## src/rtl/score_frame_loader.sv

```systemverilog
// score_frame_loader
//   Gathers ten serial class scores (beat k = class k) into a collection
//   bank. A complete frame is presented on image_number_0..9 from a separate
//   output bank, so the next frame can fill while the current one is held
//   for the max selector.
//
//   Optional feature macro: LAST_CHECK_EN. When it is defined, in_last is
//   checked against the beat count and malformed frames are dropped with a
//   frame_err pulse. When it is undefined, in_last is ignored and frame_err
//   is tied 0.
//
// Ports
//   clk, rst              rising-edge clock, synchronous active-high reset
//   in_valid/in_ready     score beat handshake
//   in_score              class score, SCORE_W bits
//   in_last               beat-9 marker (LAST_CHECK_EN only)
//   image_number_0..9     held output-bank scores
//   out_valid/out_ack     output frame handshake
//   frame_err             one-cycle pulse on a discarded frame
module score_frame_loader #(
  parameter int SCORE_W = 16
) (
  input  logic               clk,
  input  logic               rst,
  input  logic               in_valid,
  output logic               in_ready,
  input  logic [SCORE_W-1:0] in_score,
  input  logic               in_last,
  output logic [SCORE_W-1:0] image_number_0,
  output logic [SCORE_W-1:0] image_number_1,
  output logic [SCORE_W-1:0] image_number_2,
  output logic [SCORE_W-1:0] image_number_3,
  output logic [SCORE_W-1:0] image_number_4,
  output logic [SCORE_W-1:0] image_number_5,
  output logic [SCORE_W-1:0] image_number_6,
  output logic [SCORE_W-1:0] image_number_7,
  output logic [SCORE_W-1:0] image_number_8,
  output logic [SCORE_W-1:0] image_number_9,
  output logic               out_valid,
  input  logic               out_ack,
  output logic               frame_err
);

  typedef enum logic {FILL = 1'b0, HOLD = 1'b1} state_e;

  state_e                    state_q, state_d;
  logic [3:0]                cnt_q, cnt_d;
  logic [9:0][SCORE_W-1:0]   coll_q, coll_d;
  logic [9:0][SCORE_W-1:0]   out_q, out_d;
  logic                      out_valid_q, out_valid_d;
  logic                      err_q, err_d;

  logic accept, ack, last9, bad_last, slot_free, xfer_in, xfer_hold;

  assign accept    = in_valid & in_ready;
  assign ack       = out_ack & out_valid_q;   // ack without a frame is ignored
  assign last9     = (cnt_q == 4'd9);
  // An ack in the same cycle frees the slot, so the new frame lands with no gap.
  assign slot_free = ~out_valid_q | out_ack;

`ifdef LAST_CHECK_EN
  assign bad_last = accept & (in_last != last9);
`else
  logic unused_last;
  assign unused_last = in_last;
  assign bad_last    = 1'b0;
`endif

  assign xfer_in   = (state_q == FILL) & accept & last9 & ~bad_last & slot_free;
  assign xfer_hold = (state_q == HOLD) & ack;

  // State register
  always_ff @(posedge clk) begin
    if (rst) state_q <= FILL;
    else     state_q <= state_d;
  end

  // Next-state logic
  always_comb begin
    state_d = state_q;
    case (state_q)
      FILL: if (accept & last9 & ~bad_last & ~slot_free) state_d = HOLD;
      HOLD: if (ack) state_d = FILL;
      default: state_d = FILL;
    endcase
  end

  // Outputs: in_ready depends only on state and rst
  always_comb begin
    in_ready = ~rst & (state_q == FILL);
  end

  // Datapath next state
  always_comb begin
    cnt_d       = cnt_q;
    coll_d      = coll_q;
    out_d       = out_q;
    out_valid_d = out_valid_q;
    err_d       = 1'b0;
    if (bad_last) begin
      cnt_d = 4'd0;
      err_d = 1'b1;
    end else if ((state_q == FILL) && accept) begin
      coll_d[cnt_q] = in_score;
      if (!last9) begin
        cnt_d = cnt_q + 4'd1;
      end else if (slot_free) begin
        // Entries 0..8 come from the bank, class 9 straight from the input.
        out_d    = coll_q;
        out_d[9] = in_score;
        cnt_d    = 4'd0;
      end
    end
    if (xfer_hold) begin
      out_d = coll_q;
      cnt_d = 4'd0;
    end
    if (xfer_in | xfer_hold) out_valid_d = 1'b1;
    else if (ack)            out_valid_d = 1'b0;
  end

  always_ff @(posedge clk) begin
    if (rst) begin
      cnt_q       <= 4'd0;
      coll_q      <= '0;
      out_q       <= '0;
      out_valid_q <= 1'b0;
      err_q       <= 1'b0;
    end else begin
      cnt_q       <= cnt_d;
      coll_q      <= coll_d;
      out_q       <= out_d;
      out_valid_q <= out_valid_d;
      err_q       <= err_d;
    end
  end

  assign out_valid      = out_valid_q;
  assign frame_err      = err_q;
  assign image_number_0 = out_q[0];
  assign image_number_1 = out_q[1];
  assign image_number_2 = out_q[2];
  assign image_number_3 = out_q[3];
  assign image_number_4 = out_q[4];
  assign image_number_5 = out_q[5];
  assign image_number_6 = out_q[6];
  assign image_number_7 = out_q[7];
  assign image_number_8 = out_q[8];
  assign image_number_9 = out_q[9];

endmodule

```

## config.mk

```make
export PLATFORM = sky130hd
export DESIGN_NAME = score_frame_loader
export DESIGN_NICKNAME = d
export VERILOG_FILES = /design/src/rtl/score_frame_loader.sv
export SDC_FILE = /design/constraint.sdc
export NUM_CORES = 1
export LEC_CHECK = 0
export BUFFER_PORTS_ARGS = -buffer_cell sky130_fd_sc_hd__buf_2
export CAP_MARGIN = 20
export CORE_UTILIZATION = 46
export DETAILED_ROUTE_END_ITERATION = 8
export HOLD_SLACK_MARGIN = 0.02
export PLACE_DENSITY = 0.77
export SETUP_SLACK_MARGIN = 0.15
export SLEW_MARGIN = 0
export SYNTH_ARGS = -nofsm -noshare
export SYNTH_HDL_FRONTEND = slang
export SYNTH_SLANG_ARGS = --single-unit
```

## constraint.sdc

```tcl
create_clock -name clk -period 2.15 [get_ports clk]
set_input_delay 0.3225 -clock clk [delete_from_list [all_inputs] [get_ports clk]]
set_output_delay 0.3225 -clock clk [all_outputs]
set_load 0.05 [all_outputs]
```

# After elaboration in Yosys (flattened, before gate mapping)
# Index checks and enable logic that the tools add are counted.
# W data, S select, Z words.
[op_classes]
n_lt_le_gt_ge = 2
addsub = 1
n_bitwise = 15
n_eq_ne = 2
n_reduce_logical = 9
mux = 14
[op_table]
columns = ["operator", "n"]
rows = [
  ["$mux W160", 4],
  ["$bwmux W160", 1],
  ["$demux W16 S4", 1],
  ["$mux W16", 1],
  ["$and A1 B1 Y1", 9],
  ["$mux W4", 2],
  ["$reduce_bool A2 Y1", 4],
  ["$lt A4 B5 Y1 const B", 1],
  ["$add A4 B1 Y4 const B", 1],
  ["$eq A4 B4 Y1 const B", 1],
  ["$ge A4 B1 Y1 const B", 1],
  ["$mux W1", 4],
  ["$not A1 Y1", 4],
  ["$reduce_and A3 Y1", 1],
  ["$logic_and A1 B1 Y1", 2],
  ["$ne A2 B1 Y1 const B", 1],
  ["$or A1 B1 Y1", 2],
  ["$pmux W1 S2", 1],
  ["$reduce_and A2 Y1", 1],
  ["$reduce_or A2 Y1", 1],
]
[word_totals]
wordCells = 66
register_bits = 326
out_inout_bits = 163
input_bits = 21

# Depth between registers and ports, before layout
[logic_depth]
word_depth = 8
mapped_depth = 8
ltp_nobuf = 4

# Least setup slack after synthesis
# No wires, ideal clock.
[synth_path]
kind = "input to output"
startpoint = "input port rst"
endpoint = "output port in_ready"
path_slack_ns = 0.122
path_buffers = 4
required_time_ns = 1.827
arrival_time_ns = 1.705
stages = 5
path_cell_list = "buf_2 > clkbuf_1 > clkbuf_1 > clkbuf_1 > nor2_1"
[synth_between]
elab_chain_len = 2
[synth_rtl]
columns = ["element", "line_no", "rtl"]
rows = [
  ["start: declaration", "24", "input logic rst,"],
  ["$not A1 Y1", "90", "in_ready = ~rst & (state_q == FILL);"],
  ["$and A1 B1 Y1", "90", ""],
  ["end: declaration", "26", "output logic in_ready,"],
]
# Every way passes these cells.

# Worst setup path in the final report
[layout_path]
startpoint = "register state_q"
endpoint = "output port in_ready"
[layout_between]
elab_chain_len = 2
[layout_rtl]
columns = ["element", "line_no", "rtl"]
rows = [
  ["start: declaration", "46", "state_e state_q, state_d;"],
  ["start signal: assignment", "75", "else state_q <= state_d;"],
  ["$not A1 Y1", "90", ""],
  ["$and A1 B1 Y1", "90", ""],
]
# Every way passes these cells.

==> results.md <==
* Final #Nets at 1559
* Final-report max-slew violation count at 0
* Die H at 172 um
* Mapped Cells at 1405
* Detailed placement HPWL at 18.9 mm
* Starting Density at 47.4%
* Critical Path RT at 1.83 ns
* Status: complete, no violations
* Most used DFF post-synth: dfxtp_1
* Synth cell types at 32
* Routed wire length at 31.3 mm
* Post-Layout Inst Area at 15700 sq um
* Final hold vios at 0
* Sequential share of the synthesized area at 48.9%
* Setup Skew at 0.00719 ns
* CTS Buffer Depth at 3
* IO Pins at 184
* Cell taking the most area after synthesis: dfxtp_1
* Mapped Area at 13300 sq um
* Post-cts sizing count at 0
* Leak Pwr at 6.53 nW
* Global-route wire length before repair at 48.1 mm
* CTS tree: built
* Initial DRC Count at 814
* Root Driver: clkbuf_16
* Postcts setup bufs at 0
* Total global routing overflow at 0
* Number of max-cap violations at 0
* Gpl congestion at 0.755
* Setup TNS at 0 ns
* Hold Crit Class: input port to flip-flop
* Final setup violation count at 0
* Via Count at 9658
* Mapped Nets at 1426
* Max VDD drop at 606 uV
* Yosys warnings at 0
* Slew @ Worst Pin at 0.612 ns
* CTS sink cnt at 326
* Worst setup SP type: flip-flop
* Fin crit period at 1.87 ns
* Max FO, Critical Path at 17
* Layout cells sized above 1 at 17.9%
* Grt met1 use at 27.4%
* Crit. End Element: output port
* Synth top area share at 48.9%
* Worst setup path class: flip-flop to output port
* Hold buffer count at CTS at 0
* Top post-synthesis cells by count: 326 x dfxtp_1, 289 x nand2b_1, 256 x mux2i_1
* Util after Layout at 55.9%
* DRT Pass-1 Iters at 4
* Met3 Resource Use GR at 4.94%
* Initial antenna violation count at 0
* Fmax at 534 MHz
* Post-synth EDFFs at 0
* Placeable Area at 28200 sq um
* Syn_area_per_cell at 9.50 sq um
* Relative slew slack at 59.2%
* Clock Latency Late Sink at 0.50 ns
* Synth area leaders: dfxtp_1 49%, mux2i_1 19%, nand2b_1 14%
* Register area at 6530 sq um
* Most instantiated library cell after synthesis: dfxtp_1
* Diodes inserted at 0
* Die width at 172 um
* FF+latch count, synth at 326
* GR peak layer: met2
* Power consumption at 12.7 mW
* Fillcell total at 2420
* Crit share post-route at 87.1%
* Synth async-reset ratio at 0%
* Final ANT Viol Nets at 0
* Post-DP Area at 14500 sq um
* Overall Global Routing Usage at 20.9%
* Port bufs at 181
* Die area at 29700 sq um
* Rows at 61
* Clock slew at reported path FFs at 0.06 ns
* Num CTS Buffers at 36
* Vias in the first global route at 8804
* Routed vias/inst at 4.98
* Largest net degree at the start of global routing at 185
* PD cells at 805 nW/um^2
* WL per Instance at 16.2 um
* RSZ-0062 raised after global routing: no
* H-tree levels at 2
* Met2 Track Usage GR at 34.3%
* Area of the multi-input gates at 6200 sq um
* Remaining routing DRC violations at 0
* Area grow syn2layout at 18.0%
* Arrival @ worst endpoint at 1.55 ns
==> kinds of logic after synthesis <==
kind of cell	after synthesis	synth area share, %
multiplexers	256	19.2
flip-flops	326	48.9
XOR/XNOR	1	0.0656
AO/OA/AOI/OAI	89	3.59
other	1	0.0281
AND/OR/NAND/NOR	596	23.5
buffers and inverters	136	4.70
==> final cells by class <==
cell class | instances | share of cell area, %
Clock buffer | 54 | 6.86
Clock inverter | 7 | 0.723
Inverter | 17 | 0.405
Multi-Input combinational cell | 943 | 39.4
Timing Repair Buffer | 214 | 8.18
Tap cell | 378 | 3.00
Sequential cell | 326 | 41.4
==> metal layers <==
layer	share of wire (%)	vias up
li1	-	4845
met1	45	4542
met2	47	234
met3	6.0	37
met4	1.8	0
met5	0	-
==> worst max-delay path: stages (launching register included) <==
cell     delay, ns
dfxtp_1       0.47
buf_4         0.30
nor2_2        0.06
buf_2         0.22
==> per-stage QoR <==
| stage | hold slack [ns] | worst slack (ns) | cells |
|---|---|---|---|
| 6_report | 0.0466 | 0.278 | 1939 |
| 3_5_place_dp | 0.447 | 0.254 | 1877 |
| 3_3_place_gp | 0.443 | 0.366 | 1877 |
| 5_1_grt | 0.0368 | 0.175 | 1939 |
| 2_1_floorplan | 0.437 | 0.205 | 1405 |
| 4_1_cts | 0.0252 | 0.279 | 1938 |
==> worst paths after layout <==
path | startpoint | cells after the start | end | slack, ns
worst max-delay path | state_q$_SDFF_PP0_ | 3 | in_ready | 0.28
worst min-delay path | out_ack | 2 | state_q$_SDFF_PP0_ | 0.05
worst min register to register | coll_q[156]$_SDFFE_PP0P_ | 2 | coll_q[156]$_SDFFE_PP0P_ | 0.46
worst max register to register | cnt_q[2]$_SDFFE_PP0P_ | 6 | image_number_8[9]$_SDFFE_PP0P_ | 0.30
==> registers in the layout, summed over array words and instances, names as in the netlist <==
signal and count:
image_number_6 16, cnt_q 4, coll_q 160, image_number_4 16, image_number_0 16, image_number_1 16, image_number_8 16, image_number_3 16
image_number_5 16, image_number_7 16, image_number_9 16, state_q 1, image_number_2 16, out_valid 1
==> power by group <==
| group | switching [mW] | internal [mW] |
|---|---|---|
| combinational | 0.288 | 0.156 |
| clock | 2.34 | 3.82 |
| sequential | 0.0124 | 6.07 |
| total | 2.65 | 10.0 |
==> layout by cell type (no fill, tap or decap), types with 18 or more instances in the layout <==
master,count
buf_2,180
nand3_1,51
nand2_1,113
mux2i_1,256
clkbuf_16,37
buf_4,23
a21oi_1,50
nand2b_1,289
a31oi_1,18
dfxtp_1,326
nor2_1,118
(Power assumes the default switching activity.)
